[src/rtl/rect_loop_pkg.sv]
// Shared types for the rectangle loop scheduler: FSM state enum,
// rectangle corner bundle and small helpers.
package rect_loop_pkg;

    typedef enum logic [2:0] {
        S_IDLE    = 3'd0,
        S_ISSUE   = 3'd1,
        S_WAIT    = 3'd2,
        S_ADVANCE = 3'd3,
        S_DONE    = 3'd4
    } state_e;

    // Corners are held at a fixed 8-bit width; the top trims to IDX_W.
    typedef struct packed {
        logic [7:0] r1;
        logic [7:0] r2;
        logic [7:0] c1;
        logic [7:0] c2;
    } rect_idx_t;

    localparam rect_idx_t RECT_FIRST = '{r1: 8'd0, r2: 8'd1, c1: 8'd0, c2: 8'd1};

    function automatic logic [15:0] sat_inc16(input logic [15:0] v);
        return (v == 16'hFFFF) ? v : v + 16'd1;
    endfunction

endpackage

[src/rtl/rect_index_gen.sv]
// Next-rectangle generator: steps (r1,r2,c1,c2) with r1<r2, c1<c2,
// c2 innermost, and flags the final rectangle of a matrix.
module rect_index_gen
    import rect_loop_pkg::*;
#(
    parameter int ROWS = 4,
    parameter int COLS = 4
) (
    input  rect_idx_t cur_i,
    output rect_idx_t nxt_o,
    output logic      last_rect_o
);

    always_comb begin
        nxt_o       = cur_i;
        last_rect_o = 1'b0;
        if (cur_i.c2 != 8'(COLS - 1)) begin
            nxt_o.c2 = cur_i.c2 + 8'd1;
        end else if (cur_i.c1 != 8'(COLS - 2)) begin
            nxt_o.c1 = cur_i.c1 + 8'd1;
            nxt_o.c2 = cur_i.c1 + 8'd2;
        end else if (cur_i.r2 != 8'(ROWS - 1)) begin
            nxt_o.r2 = cur_i.r2 + 8'd1;
            nxt_o.c1 = 8'd0;
            nxt_o.c2 = 8'd1;
        end else if (cur_i.r1 != 8'(ROWS - 2)) begin
            nxt_o.r1 = cur_i.r1 + 8'd1;
            nxt_o.r2 = cur_i.r1 + 8'd2;
            nxt_o.c1 = 8'd0;
            nxt_o.c2 = 8'd1;
        end else begin
            nxt_o       = RECT_FIRST;
            last_rect_o = 1'b1;
        end
    end

endmodule

[src/rtl/rect_loop_scheduler.sv]
// Sweeps every rectangle of num_mats matrices through a flip controller.
// Define RECT_TIMEOUT_EN to bound the wait for fc_done.
module rect_loop_scheduler
    import rect_loop_pkg::*;
#(
    parameter int ROWS           = 4,
    parameter int COLS           = 4,
    parameter int IDX_W          = 2,
    parameter int MAT_BYTES      = 2,
    parameter int TIMEOUT_CYCLES = 255
) (
    input  logic             clk,
    input  logic             rst,
    input  logic             start,
    input  logic             abort,
    input  logic [7:0]       base_addr,
    input  logic [7:0]       num_mats,
    output logic             fc_start,
    output logic [7:0]       fc_base_addr,
    output logic [IDX_W-1:0] fc_r1,
    output logic [IDX_W-1:0] fc_r2,
    output logic [IDX_W-1:0] fc_c1,
    output logic [IDX_W-1:0] fc_c2,
    input  logic             fc_done,
    output logic             busy,
    output logic             done,
    output logic             aborted,
    output logic             timeout_err,
    output logic [15:0]      flip_count
);

    state_e     state_q, state_d;
    logic [7:0] addr_q, addr_d;
    logic [7:0] num_q, num_d;
    logic [7:0] mat_q, mat_d;
    rect_idx_t  idx_q, idx_d, idx_nxt;
    logic       last_rect;
    logic [15:0] cnt_q, cnt_d;
    logic       pend_q, pend_d;
    logic       abt_q, abt_d;
`ifdef RECT_TIMEOUT_EN
    logic [15:0] wait_q, wait_d;
    logic        terr_q, terr_d;
`endif

    rect_index_gen #(
        .ROWS (ROWS),
        .COLS (COLS)
    ) u_idx (
        .cur_i       (idx_q),
        .nxt_o       (idx_nxt),
        .last_rect_o (last_rect)
    );

    always_comb begin
        state_d = state_q;
        addr_d  = addr_q;
        num_d   = num_q;
        mat_d   = mat_q;
        idx_d   = idx_q;
        cnt_d   = cnt_q;
        pend_d  = pend_q;
        abt_d   = abt_q;
`ifdef RECT_TIMEOUT_EN
        wait_d  = wait_q;
        terr_d  = terr_q;
`endif
        unique case (state_q)
            S_IDLE: begin
                if (start) begin
                    addr_d  = base_addr;
                    num_d   = num_mats;
                    mat_d   = 8'd0;
                    idx_d   = RECT_FIRST;
                    cnt_d   = 16'd0;
                    pend_d  = 1'b0;
                    abt_d   = 1'b0;
`ifdef RECT_TIMEOUT_EN
                    terr_d  = 1'b0;
`endif
                    state_d = (num_mats == 8'd0) ? S_DONE : S_ISSUE;
                end
            end
            S_ISSUE: begin
                if (abort) pend_d = 1'b1;
`ifdef RECT_TIMEOUT_EN
                wait_d = 16'd0;
`endif
                state_d = S_WAIT;
            end
            S_WAIT: begin
                if (abort) pend_d = 1'b1;
                if (fc_done) begin
                    cnt_d   = sat_inc16(cnt_q);
                    state_d = S_ADVANCE;
                end
`ifdef RECT_TIMEOUT_EN
                else if (wait_q == 16'(TIMEOUT_CYCLES - 1)) begin
                    terr_d  = 1'b1;
                    state_d = S_DONE;
                end else begin
                    wait_d = wait_q + 16'd1;
                end
`endif
            end
            S_ADVANCE: begin
                // A pending abort wins even over normal completion.
                if (pend_q) begin
                    abt_d   = 1'b1;
                    state_d = S_DONE;
                end else if (last_rect && (mat_q == num_q - 8'd1)) begin
                    state_d = S_DONE;
                end else begin
                    idx_d   = idx_nxt;
                    state_d = S_ISSUE;
                    if (last_rect) begin
                        mat_d  = mat_q + 8'd1;
                        addr_d = addr_q + 8'(MAT_BYTES);
                    end
                end
            end
            S_DONE: state_d = S_IDLE;
            default: state_d = S_IDLE;
        endcase
    end

    always_ff @(posedge clk) begin
        if (rst) begin
            state_q <= S_IDLE;
            addr_q  <= 8'd0;
            num_q   <= 8'd0;
            mat_q   <= 8'd0;
            idx_q   <= '0;
            cnt_q   <= 16'd0;
            pend_q  <= 1'b0;
            abt_q   <= 1'b0;
`ifdef RECT_TIMEOUT_EN
            wait_q  <= 16'd0;
            terr_q  <= 1'b0;
`endif
        end else begin
            state_q <= state_d;
            addr_q  <= addr_d;
            num_q   <= num_d;
            mat_q   <= mat_d;
            idx_q   <= idx_d;
            cnt_q   <= cnt_d;
            pend_q  <= pend_d;
            abt_q   <= abt_d;
`ifdef RECT_TIMEOUT_EN
            wait_q  <= wait_d;
            terr_q  <= terr_d;
`endif
        end
    end

    assign fc_start     = (state_q == S_ISSUE);
    assign busy         = (state_q != S_IDLE);
    assign done         = (state_q == S_DONE);
    assign fc_base_addr = addr_q;
    assign fc_r1        = idx_q.r1[IDX_W-1:0];
    assign fc_r2        = idx_q.r2[IDX_W-1:0];
    assign fc_c1        = idx_q.c1[IDX_W-1:0];
    assign fc_c2        = idx_q.c2[IDX_W-1:0];
    assign flip_count   = cnt_q;
    assign aborted      = abt_q;
`ifdef RECT_TIMEOUT_EN
    assign timeout_err  = terr_q;
`else
    assign timeout_err  = 1'b0;
`endif

endmodule

[config.mk]
export PLATFORM = sky130hd
export DESIGN_NAME = rect_loop_scheduler
export DESIGN_NICKNAME = d
export VERILOG_FILES = /design/src/rtl/rect_loop_pkg.sv /design/src/rtl/rect_index_gen.sv /design/src/rtl/rect_loop_scheduler.sv
export SDC_FILE = /design/constraint.sdc
export NUM_CORES = 1
export LEC_CHECK = 0
export CORE_MARGIN = 2
export CORE_UTILIZATION = 64
export DETAILED_ROUTE_END_ITERATION = 10
export DONT_BUFFER_PORTS = 1
export HOLD_SLACK_MARGIN = 0.08
export PLACE_DENSITY_LB_ADDON = 0.05
export SYNTH_ARGS = -nofsm -noshare
export SYNTH_HDL_FRONTEND = slang
export SYNTH_SLANG_ARGS = --single-unit
[constraint.sdc]
create_clock -name clk -period 3.5 [get_ports clk]
set_input_delay 0.35 -clock clk [delete_from_list [all_inputs] [get_ports clk]]
set_output_delay 0.35 -clock clk [all_outputs]
set_load 0.03 [all_outputs]
==> flow_metrics.env, run 1 <==
export IMPL_placedInstanceArea_sq_mm=0.004737
export IMPL_critPathSlowestCell="or4b_1"
export IMPL_seqPwrFrac_pct=45.8
export IMPL_clk_pin_slew_ps=80
export IMPL_hold_path_class="input port to register"
export IMPL_fmax_mhz=324.5
export IMPL_cp_max_fo=14
export IMPL_max_slew_margin_pct=34.37
export IMPL_cts_buffers=9
export IMPL_grt_use_total_pct=30.24
export IMPL_wl_per_cell_um=17.53
export IMPL_finalHoldViolCount=0
export IMPL_synth_cells=599
export IMPL_crit_arrival_ps=3350
export IMPL_period_share_pct=88.03
export IMPL_holdWs_ps=91.71
export IMPL_synth_ff_type="dfxtp_1"
export IMPL_cp_depth=6
export IMPL_synth_edf_count=0
export IMPL_setup_violations=0
export IMPL_synth_cell_types=61
export IMPL_avgSynthCellArea_sq_um=7.866
export IMPL_rows=31
export IMPL_diodes=0
export IMPL_vias_per_cell=6.545
export IMPL_fin_nets=619
export IMPL_cap_violations=0
export IMPL_status="completed"
export IMPL_swShare_pct=31.58
export IMPL_startpoint_type="register"
export IMPL_crit_path_max_incr_delay_ps=760
export IMPL_synth_warnings=0
export IMPL_hpwl_um=8414
export IMPL_cp_data_required_time_ps=3770
export IMPL_p_int_mw=1.482
export IMPL_die_height_um=89.81
export IMPL_p_leak_nw=1.766
export IMPL_syn_num_nets=632
export IMPL_post_route_min_period_ps=3081
export IMPL_grt_pass1_vias=4248
export IMPL_clock_sinks=77
export IMPL_worstMarginPinSlew_ps=977.0
export IMPL_ff2ff_setup_slack_ps=420
export IMPL_h_tree_depth=3
export IMPL_p_per_area_mw_per_mm2=434.8
export IMPL_holdPathStages=1
export IMPL_p_total_mw=2.166
export IMPL_crit_start="state_q[1]"
export IMPL_grt_pass1_wl_um=20370
export IMPL_vdd_ir_drop_max_v=0.0002709
export IMPL_clockRootBuffer="clkbuf_8"
export IMPL_synthesis_area_sq_mm=0.004712
export IMPL_drt_first_pass_iters=5
export IMPL_drive_above_1_share_pct=7.953
export IMPL_cts_path_max_buffers=2
export IMPL_port_buffers=0
export IMPL_crit_family="simple AND/OR/NAND/NOR gates"
export IMPL_r2r_start="state_q[1]"
export IMPL_pwr_share_comb_pct=18.7
export IMPL_num_vias=4516
export IMPL_ant_nets=0
export IMPL_ys_seq_elements=77
export IMPL_cp_endpoint="mat_q[5]"
export IMPL_antenna_found_initial=0
export IMPL_power_switching_mw=0.6842
export IMPL_slew_violations=0
export IMPL_grt_max_degree=37
export IMPL_drc=0
export IMPL_setup_tns_final_ps=0
export IMPL_die_area_sq_mm=0.008065
export IMPL_coreArea_sq_mm=0.007176
export IMPL_cts_resized=0
export IMPL_ys_seq_area_share_pct=32.71
export IMPL_skew_ps=10.57
export IMPL_overflow=0
export IMPL_rsz0062_at_grt="no"
export IMPL_start_util_pct=65.67
export IMPL_drt_iter0_drc=294
export IMPL_areaGrowthSynthToFinish_pct=5.736
export IMPL_clk_latency_ps=360
export IMPL_worstPathCellList="or4b_1 > o21a_1 > a21oi_4 > nand3_1 > or4_1 > a21oi_1"
export IMPL_fin_area_sq_mm=0.004982
export IMPL_synth_async_reset_ratio_pct=0
export IMPL_crit_type="register to register"
export IMPL_cts_tree="yes"
export IMPL_power_share_clock_pct=35.5
export IMPL_die_w_um=89.81
export IMPL_worst_path_buf_inv=0
export IMPL_r2r_cells=6
export IMPL_endpoint_kind="register"
export IMPL_route_final_wire_length_um=12100
export IMPL_final_core_util_pct=69.43
export IMPL_ios=58
export IMPL_r2r_end="mat_q[5]"
export IMPL_finalWeightedCongestion=0.9207
-- cells in the mapped netlist, types with 5 or more instances --
cell	instances	share of area, %
o21ai_0	31	3.3
nor2_1	43	3.4
nor3_1	24	2.5
clkbuf_1	24	1.9
xnor2_1	14	2.6
ha_1	12	3.2
a21oi_1	51	5.4
a31oi_1	10	1.3
and2_1	8	1.1
nand4_1	21	2.8
nor3b_1	5	0.80
a211oi_1	7	1.1
buf_4	11	1.8
or4_1	10	1.6
a311oi_1	6	1.1
dfxtp_1	77	33
and4_1	7	1.3
o31ai_1	13	2.1
xor2_1	24	4.5
nor2b_1	6	0.80
nand2_1	66	5.3
inv_1	14	1.1
and3_1	11	1.5
nand3_1	34	3.6
-- final cells by class --
class	count	area, sq um
clock buffer	12	155.1
tap	99	123.9
inverter	14	52.55
sequential	77	1541
fill	619	2193
clock inverter	4	70.07
timing repair buffer	18	147.6
multi-input combinational	466	2892
-- worst reg2reg max path, stage by stage (launching register included) --
cell and delay [ps]:
dfxtp_1 420, or4b_1 760, o21a_1 320, a21oi_4 320
nand3_1 430, or4_1 600, a21oi_1 160
-- cells by family (layout without fill, tap and decap cells) --
| logic type | count (synthesis) | in the layout | share of synthesized area [%] |
|---|---|---|---|
| AO/OA/AOI/OAI | 153 | 153 | 20.74 |
| XOR/XNOR | 38 | 38 | 7.063 |
| adder cells (fa/ha/maj) | 12 | 12 | 3.186 |
| buffers and inverters | 56 | 48 | 5.921 |
| flip-flops | 77 | 77 | 32.71 |
| multiplexers | 5 | 5 | 1.089 |
| other | 1 | 1 | 0.07958 |
| AND/OR/NAND/NOR | 257 | 257 | 29.21 |
-- power groups by stage --
stage	sequential, mW	combinational (mW)	clock [mW]
2_1_floorplan	0.996	0.324	0
3_3_place_gp	1.01	0.379	0
3_5_place_dp	1.01	0.386	0
4_1_cts	0.992	0.399	0.780
5_1_grt	1.00	0.446	0.816
6_report	0.993	0.404	0.769
-- flip-flops by register name (all words and copies together), names as in the netlist --
signal and flops:
aborted 1, fc_c2 2, idx_q 24, num_q 8, fc_r1 2, mat_q 8, fc_c1 2, pend_q 1
state_q 3, fc_base_addr 8, fc_r2 2, flip_count 16
-- routing by layer --
metal | routed length [um] | GRT usage, % | share of wire, % | up-vias
met3 | 1030 | 6.790 | 8.5 | 26
li1 | - | - | - | 2170
met2 | 5334 | 46.59 | 44 | 214
met5 | 0 | 0 | 0 | -
met4 | 201 | 10.64 | 1.7 | 0
met1 | 5528 | 41.94 | 46 | 2106
-- per-stage QoR --
step	std cells	setup slack, ps
floorplan	599	1018
global placement	673	580.2
detailed placement	673	446.3
CTS	690	431.7
global route	690	197.6
finish	690	418.8
-- what timing repair did --
action	in CTS	in global routing
buffers inserted	0	0
hold endpoints to repair	36	0
hold buffers	1	0
-- placed cells by master, fill, tap and decap left out, types with 3 or more instances in the layout --
cell      instances
nor4b_2           3
nor3b_1           5
buf_4            17
and2_1            8
o31ai_1          13
o311ai_0          3
mux2i_1           4
a21oi_1          51
o21ai_0          31
a31o_2            3
dfxtp_1          77
nor4_1            4
or4_1            10
ha_1             12
inv_1            14
xnor2_1          14
nor2b_1           6
nand4_1          21
o21a_1            4
and4_1            7
nor2_1           43
and3_1           11
o211ai_1          4
a311oi_1          6
xor2_1           24
clkbuf_8         11
a31oi_1          10
or3_1             3
nor3_1           24
nand3_1          34
a211o_1           3
a211oi_1          7
nand2_1          66
-- how the worst min path moves through the flow --
stage | start | endpoint
2_1_floorplan | num_q[7] | num_q[7]
4_1_cts | rst | fc_base_addr[5]
3_3_place_gp | rst | fc_c1[0]
6_report | rst | fc_base_addr[5]
5_1_grt | rst | fc_base_addr[5]
3_5_place_dp | rst | idx_q[4]
Note: power is estimated with default switching activity, not from simulation.
==> run 2: changes to the inputs <==
GPL_ROUTABILITY_DRIVEN = 0   (was not set)
==> run 2 against run 1 <==
Net effect: sequential power is essentially flat; clock power grew 2%; global-route usage up 0.29 points; first-iteration DRC count grew 52%; clock-buffer cell count grew 1; core utilization fell by 0.19 points; routed wire length up 1.4%; non-clock buffer count fell by 2; worst setup slack improved by 2.4 ps; register-to-register slack barely moved; via count about the same; sequential share of layout area grew 0.086 points.
==> flow_metrics.env, run 2 (synthesized netlist as in run 1, its figures left out) <==
export IMPL_grt_max_degree=37
export IMPL_vdd_ir_drop_max_v=0.0002826
export IMPL_p_per_area_mw_per_mm2=439.1
export IMPL_endpoint_kind="register"
export IMPL_cp_max_fo=14
export IMPL_dpl_cell_count=671
export IMPL_rsz0062_at_grt="no"
export IMPL_drt_first_pass_iters=5
export IMPL_placedInstanceArea_sq_mm=0.004722
export IMPL_period_share_pct=87.97
export IMPL_clockRootBuffer="clkbuf_8"
export IMPL_power_share_clock_pct=35.9
export IMPL_cts_resized=0
export IMPL_r2r_end="mat_q[7]"
export IMPL_power_switching_mw=0.6988
export IMPL_die_w_um=89.81
export IMPL_status="completed"
export IMPL_post_route_min_period_ps=3079
export IMPL_cts_path_max_buffers=2
export IMPL_clk_latency_ps=360
export IMPL_crit_path_max_incr_delay_ps=780
export IMPL_holdPathStages=1
export IMPL_h_tree_depth=3
export IMPL_ios=58
export IMPL_vias_per_cell=6.565
export IMPL_post_cts_buffers=0
export IMPL_die_height_um=89.81
export IMPL_skew_ps=12.08
export IMPL_start_util_pct=65.67
export IMPL_post_place_ws_ps=481.2
export IMPL_drive_above_1_share_pct=7.470
export IMPL_crit_family="simple AND/OR/NAND/NOR gates"
export IMPL_cap_violations=0
export IMPL_final_cells=688
export IMPL_r2r_start="state_q[1]"
export IMPL_layout_cells_most_common_list="77 x dfxtp_1, 66 x nand2_1, 51 x a21oi_1, 43 x nor2_1, 34 x nand3_1"
export IMPL_layout_setup_ws_ps=421.2
export IMPL_hp_start="rst"
export IMPL_ff2ff_setup_slack_ps=420
export IMPL_antenna_found_initial=0
export IMPL_route_final_wire_length_um=12270
export IMPL_clock_sinks=77
export IMPL_critPathSlowestCell="or4b_1"
export IMPL_clk_pin_slew_ps=80
export IMPL_cts_tree="yes"
export IMPL_hpwl_um=8502
export IMPL_fin_area_sq_mm=0.004969
export IMPL_rows=31
export IMPL_hold_path_class="input port to register"
export IMPL_setup_tns_final_ps=0
export IMPL_setup_violations=0
export IMPL_holdPathEnd="fc_base_addr[5]"
export IMPL_p_total_mw=2.182
export IMPL_p_int_mw=1.483
export IMPL_fin_nets=617
export IMPL_largest_reg_flops=24
export IMPL_coreArea_sq_mm=0.007176
export IMPL_grt_use_total_pct=30.52
export IMPL_pwr_share_comb_pct=18.5
export IMPL_drc=0
export IMPL_startpoint_type="register"
export IMPL_worstMarginPinSlew_ps=972.9
export IMPL_num_vias=4517
export IMPL_worst_path_buf_inv=0
export IMPL_cp_data_required_time_ps=3780
export IMPL_hold_buffers=1
export IMPL_seqPwrFrac_pct=45.6
export IMPL_finalHoldViolCount=0
export IMPL_diodes=0
export IMPL_grt_pass1_wl_um=20440
export IMPL_ant_nets=0
export IMPL_overflow=0
export IMPL_slew_violations=0
export IMPL_largest_register="idx_q"
export IMPL_grt_pass1_vias=4139
export IMPL_worstPathCellList="or4b_1 > o21a_1 > a21oi_4 > nand3_1 > or4_1 > a21oi_1"
export IMPL_max_slew_margin_pct=34.64
export IMPL_crit_arrival_ps=3360
export IMPL_areaGrowthSynthToFinish_pct=5.444
export IMPL_wl_per_cell_um=17.83
export IMPL_drt_iter0_drc=448
export IMPL_cts_buffers=9
export IMPL_die_area_sq_mm=0.008065
export IMPL_swShare_pct=32.03
export IMPL_crit_type="register to register"
export IMPL_port_buffers=0
export IMPL_fmax_mhz=324.8
export IMPL_r2r_cells=6
export IMPL_p_leak_nw=1.751
export IMPL_final_common_cell="dfxtp_1"
## run 2: changes by cell type in the layout (fill, tap and decap cells not counted)
cell and delta:
buf_4 -2, clkinv_2 -2, clkbuf_1 +1, clkinvlp_4 +1
## run 2: per-layer routing
| layer | track usage [%] | vias to the layer above | routed length (um) |
|---|---|---|---|
| li1 | - | 2175 | - |
| met2 | 47.66 | 256 | 5492 |
| met5 | 0 | - | 0 |
| met1 | 42.22 | 2071 | 5416 |
| met3 | 7.041 | 15 | 1226 |
| met4 | 9.615 | 0 | 133 |
## run 2: final cells by class
class                      count  area, sq um
multi-input combinational    466         2892
inverter                      14        52.55
tap                           99        123.9
clock inverter                 3        67.56
sequential                    77         1541
clock buffer                  13        158.9
timing repair buffer          16        132.6
fill                         606         2207
## run 2: through the flow
step | hold slack, ps | utilization [%]
floorplan | 447.8 | -
global placement | 426.6 | 65.81
detailed placement | 428.7 | 65.81
CTS | 84.90 | 69.24
global route | 86.19 | 69.24
finish | 88.05 | 69.24
## run 2: how the worst max path moves through the flow
stage          startpoint        to  slack (ps)  cells after the start
5_1_grt        state_q[1]  mat_q[3]         250                      6
4_1_cts        state_q[1]  mat_q[7]         470                      6
3_3_place_gp   state_q[1]  mat_q[7]         620                      6
2_1_floorplan    num_q[0]  idx_q[2]        1020                     10
3_5_place_dp   state_q[1]  mat_q[7]         480                      6
6_report       state_q[1]  mat_q[7]         420                      6
## run 2: power groups by stage
stage | clock [mW] | sequential, mW | combinational (mW)
6_report | 0.784 | 0.995 | 0.403
5_1_grt | 0.830 | 1.00 | 0.443
4_1_cts | 0.789 | 0.993 | 0.396
3_5_place_dp | 0 | 1.01 | 0.384
3_3_place_gp | 0 | 1.01 | 0.375
2_1_floorplan | 0 | 0.996 | 0.324
